`src/rtl/pending_priority_encoder.sv`:
```
// ============================================================================
// Module      : pending_priority_encoder
// Description : Sticky pending-request register with a priority-encoded index
//               and a valid/ready consume handshake.
// Revision    : 1.0 - initial release
// ============================================================================
`default_nettype none

module pending_priority_encoder #(
  parameter int N         = 4,
  parameter int W         = 2,
  parameter bit MSB_FIRST = 1'b0
) (
  input  logic         clk,
  input  logic         rst_n,
  input  logic [N-1:0] i,
  input  logic         clr,
  input  logic         ready,
  output logic [W-1:0] o,
  output logic         valid,
  output logic [N-1:0] pend,
  output logic         multi,
  output logic         ovf
);

  localparam logic [N-1:0] c_one = N'(1);

  logic [N-1:0] r_pend;
  logic         r_ovf;
  logic [W-1:0] w_idx;
  logic [N-1:0] w_served;
  logic [N-1:0] w_pend_next;
  logic         w_ovf_set;

  // The last matching bit visited by the loop wins, so the scan direction
  // sets the priority order.
  generate
    if (MSB_FIRST) begin : g_msb_first
      always_comb begin
        w_idx = '0;
        for (int k = 0; k < N; k++) begin
          if (r_pend[k]) w_idx = W'(k);
        end
      end
    end else begin : g_lsb_first
      always_comb begin
        w_idx = '0;
        for (int k = N - 1; k >= 0; k--) begin
          if (r_pend[k]) w_idx = W'(k);
        end
      end
    end
  endgenerate

  assign valid       = |r_pend;
  assign o           = w_idx;
  assign pend        = r_pend;
  assign ovf         = r_ovf;
  assign multi       = |(r_pend & (r_pend - c_one));

  assign w_served    = (valid && ready) ? (c_one << w_idx) : '0;
  // A new request on the bit being served keeps it pending without overflow.
  assign w_pend_next = (r_pend & ~w_served) | i;
  assign w_ovf_set   = |(i & r_pend & ~w_served);

  always_ff @(posedge clk or negedge rst_n) begin
    if (!rst_n) begin
      r_pend <= '0;
      r_ovf  <= 1'b0;
    end else if (clr) begin
      r_pend <= '0;
      r_ovf  <= 1'b0;
    end else begin
      r_pend <= w_pend_next;
      r_ovf  <= r_ovf | w_ovf_set;
    end
  end

endmodule

`default_nettype wire

```
`config.mk`:
```
export PLATFORM = sky130hd
export DESIGN_NAME = pending_priority_encoder
export DESIGN_NICKNAME = d
export VERILOG_FILES = /design/src/rtl/pending_priority_encoder.sv
export SDC_FILE = /design/constraint.sdc
export NUM_CORES = 1
export LEC_CHECK = 0
export ABC_AREA = 1
export CAP_MARGIN = 20
export CELL_PAD_IN_SITES_DETAIL_PLACEMENT = 0
export CELL_PAD_IN_SITES_GLOBAL_PLACEMENT = 1
export CORE_MARGIN = 3
export CORE_UTILIZATION = 21
export DETAILED_ROUTE_END_ITERATION = 8
export GPL_TIMING_DRIVEN = 0
export PLACE_DENSITY = 0.73
export SYNTH_ARGS = -nofsm -noshare
export SYNTH_HDL_FRONTEND = slang
export SYNTH_SLANG_ARGS = --single-unit
```
`constraint.sdc`:
```
create_clock -name clk -period 1.05 [get_ports clk]
set_clock_uncertainty 0.05 [all_clocks]
set_input_delay 0.21 -clock clk [delete_from_list [all_inputs] [get_ports clk]]
set_output_delay 0.21 -clock clk [all_outputs]
set_load 0.01 [all_outputs]
```
# --- Word level (Yosys, flattened, before mapping) ---
# Cells that the tools add are included.
# W data, S select, Z words.
classes:
  addsub: 1
  shift: 1
  muxes: 7
  bitwise_logic: 7
  n_reduce_logical: 4
ops:
  columns: ["op", "count"]
  rows:
  - ["$and A4 B4 Y4", 4]
  - ["$reduce_or A4 Y1", 3]
  - ["$mux W2", 4]
  - ["$mux W4", 2]
  - ["$not A4 Y4", 1]
  - ["$or A4 B4 Y4", 1]
  - ["$shl A1 B2 Y4 const A", 1]
  - ["$sub A4 B1 Y4 const B", 1]
  - ["$logic_and A1 B1 Y1", 1]
  - ["$mux W1", 1]
  - ["$or A1 B1 Y1", 1]
totals:
  register_bits: 5
  input_bits: 8
  out_inout_bits: 9
  elab_cells: 22

# --- Depth between registers and ports, before layout ---
logic_depth:
  ltp_word: 11
  ltp_mapped: 7
  depth_no_buf: 7

# --- Worst setup path after synthesis ---
# No wires, ideal clock.
synth_timing:
  path_type: "reg-to-output"
  from: "register r_pend[0] (netlist: pend[0])"
  to: "output port multi"
  t_arrival_ps: 848
  t_required_ps: 790
  setup_slack_ps: -58
  path_stages_with_launch: 4
  cell_sequence: "dfrtp_1 -> nand2_1 -> a22o_1 -> inv_1"
synth_via:
  elab_chain_cells: 3
synth_lines:
  columns: ["element", "line", "rtl"]
  rows:
  - ["start, declared", "28", "logic [N-1:0] r_pend;"]
  - ["start signal, assigned", "74", "r_pend <= w_pend_next;"]
  - ["$sub A4 B1 Y4", "59", "assign multi = |(r_pend & (r_pend - c_one));"]
  - ["$and A4 B4 Y4 *", "59", null]
  - ["$reduce_or A4 Y1 *", "59", null]
  - ["end, declared", "22", "output logic multi,"]
# Every way passes the cells marked *; elsewhere a longest branch is shown, timed or not.

# --- Worst setup path after layout ---
# Ends and elaborated chain as after synthesis.

==> metrics.cfg <==
[clock_tree]
tritoncts=yes
clock_insertion_delay_worst_skew_ns=0.24
clkSlewWorstSetupHoldPaths_ns=0.04
cts_inserted_buffers=3
clkSinkCount=5
cts_buffer_depth=2
cts_htree_levels=1
hold_buffers=0
cts.root.buffer_cell=clkbuf_4

[place]
detailedPlace.worstSlack_ns=-0.500
globalplace.congestion=0.671
portBuffers=16
dp_cells=77
place.detailed.hpwl_um=621

[sta]
timing.fmax_ghz=0.713
final-max-slew-violation-count=0
tightestPinTransition_ns=0.223
finalHoldViolCount=0
worst_slew_margin_rel=0.851
timing.final.crit_share=1.34
timing.hold.ws_ns=0.143
setup_slack_ns=-0.352
unrepaired_setup_endpoints_after_global_routing=true
setup_violations=13
timing.final.crit_period_ns=1.40

[setup_path]
worst-path-buf-inv=2
rr_endpoint=ovf
worst-r2r-cell-count=8
critical_path_peak_fanout=4
critical_path.top_delay_family=flip-flops
critPathSlowestCell=dfrtp_2
worst-setup-path-type=flip-flop to primary output
critical_path.startpoint=pend[0]
setup.reg_to_reg.worst_slack_ns=-0.24
crit_path_max_incr_delay_ns=0.45
worst_setup_end_kind=primary output
ordered_list_of_cells_on_the_worst_path=nor2_4 > a22o_1 > inv_1 > buf_2
timing.critical_path.required_ns=0.79
setup.worst_path.start_class=flip-flop
timing.critical_path.arrival_ns=1.14
critical_path.reg2reg.startpoint=pend[0]

[routing]
count_of_unresolved_drc_violations_after_routing=0
vias=396
detailedRoute.firstPassIterationCount=4
detail-route-antenna-nets=0
routed_wire_length_per_instance_um=10.6
routed_via_density=4.26
drt_iter0_drc=7
route.final.wire_length_um=990

[run_status]
violations=negative setup slack
run_status=complete, but fails checks

[power_and_ir_drop]
p_leak_nw=0.346
power_switching_share=0.296
power.share.clock=0.299
p_int_mw=0.509
cellPowerDensity_nw_per_um2=1070
worst_ir_drop_vdd_mv=0.824
power.switching_mw=0.214
power_frac_seq=0.321
pwr-share-comb=0.380

[final_layout]
nNetsFinal=87
nFillCells=143
instances_no_fill=93
antennaDiodeCount=0
mostFrequentLayoutCell=buf_6
multiInputGateArea_sq_um=193
drive_above_1_share=0.564
commonest_non_fill_non_tap_cells_in_the_layout=buf_6, inv_1, nand2_1
seqCellArea_sq_um=130
areaGrowthSynthToFinish_pct=117

[floorplanning]
fp.dieArea_sq_um=1990
rows=13
design.portCount=17
die_width_um=44.6
floorplan.die.height_um=44.6
core_sq_um=1350
initial_utilization=0.232

[global_route]
grt_antenna_before_repair=0
grt_first_pass_wirelength_um=1470
grt_max_degree=6
gr-total-overflow=0
track_usage=0.0957
grt_pass1_vias=370

[logic_synthesis]
synthesis.instances=46
synth-warning-count=0
synthTopCellsByArea=dfrtp_1, inv_1, nand2_1, a21oi_1, nor2_1
postSynthNetCount=54
post-synth-top-area-cell=dfrtp_1
yosys_register_bits=5
number_of_library_cell_types_mapped_by_synthesis=13
synth-seq-area-share=0.400
syn_avg_cell_area_sq_um=6.80
netlist.area_leader.share=0.400
netlist_area_sq_um=313

[hold_path]
hold_path.class=input port to async pin

[flow_run]
drv.max_cap_violation_count=0

[synthesized netlist by cell type (all sizes together)]
| library cell | number |
|---|---|
| inv | 11 |
| nand2 | 11 |
| nor2 | 7 |
| dfrtp | 5 |
| a21oi | 4 |
| nand3 | 4 |
| a22o | 1 |
| nor3 | 1 |
| o21ai | 1 |
| o21bai | 1 |
[stage by stage]
| step | util | setup TNS (ns) | area (sq um) | total power [mW] |
|---|---|---|---|---|
| after floorplan | - | -0.0248 | 322 | 0.312 |
| after global placement | 0.371 | -3.67 | 500 | 0.421 |
| after detailed placement | 0.371 | -3.74 | 500 | 0.422 |
| after CTS | 0.442 | -2.23 | 597 | 0.679 |
| after global routing | 0.502 | -3.14 | 678 | 0.773 |
| final | 0.502 | -2.50 | 678 | 0.724 |
[how the worst max path moves through the flow]
stage,cells after the start,to
3_5_place_dp,4,multi
3_3_place_gp,4,multi
2_1_floorplan,6,ovf
4_1_cts,5,o[0]
5_1_grt,4,multi
6_report,4,multi
[timing repair]
action | CTS | global route
pin swaps | 3 | 10
resized for setup | 51 | 13
endpoints found under the setup margin | 11 | 13
buffers inserted | 8 | 4
[per-layer routing]
metal / track usage / share of wire / wire (um) / vias to the layer above
met1: 0.121 / 0.42 / 419 / 180
met2: 0.163 / 0.53 / 522 / 11
met3: 0.0244 / 0.048 / 48 / 0
met4: 0.0181 / 0 / 0 / 0
met5: 0 / 0 / 0 / -
li1: - / - / - / 205
[power groups by stage]
stage / Sequential (mW) / Clock, mW / Combinational, mW
floorplan: 0.239 / 0 / 0.0733
global placement: 0.234 / 0 / 0.186
detailed placement: 0.235 / 0 / 0.187
CTS: 0.230 / 0.223 / 0.225
global route: 0.235 / 0.240 / 0.298
finish: 0.232 / 0.217 / 0.275
[area by class of cell]
| type | instances | area share |
|---|---|---|
| Timing Repair Buffer | 28 | 0.393 |
| Multi-Input combinational cell | 30 | 0.284 |
| Sequential cell | 5 | 0.192 |
| Inverter | 11 | 0.0646 |
| Clock buffer | 4 | 0.0387 |
| Tap cell | 15 | 0.0277 |
[registers in the layout, indices dropped and copies added (netlist names)]
signal / count
pend: 4
ovf: 1
[logic make-up after synthesis]
group / after synthesis / share of synthesized area
and+or+nand+nor: 23 / 0.336
buffers and inverters: 11 / 0.132
AOI/OAI and AO/OA: 7 / 0.132
DFF: 5 / 0.400
Note: power is estimated with default switching activity, not from simulation.
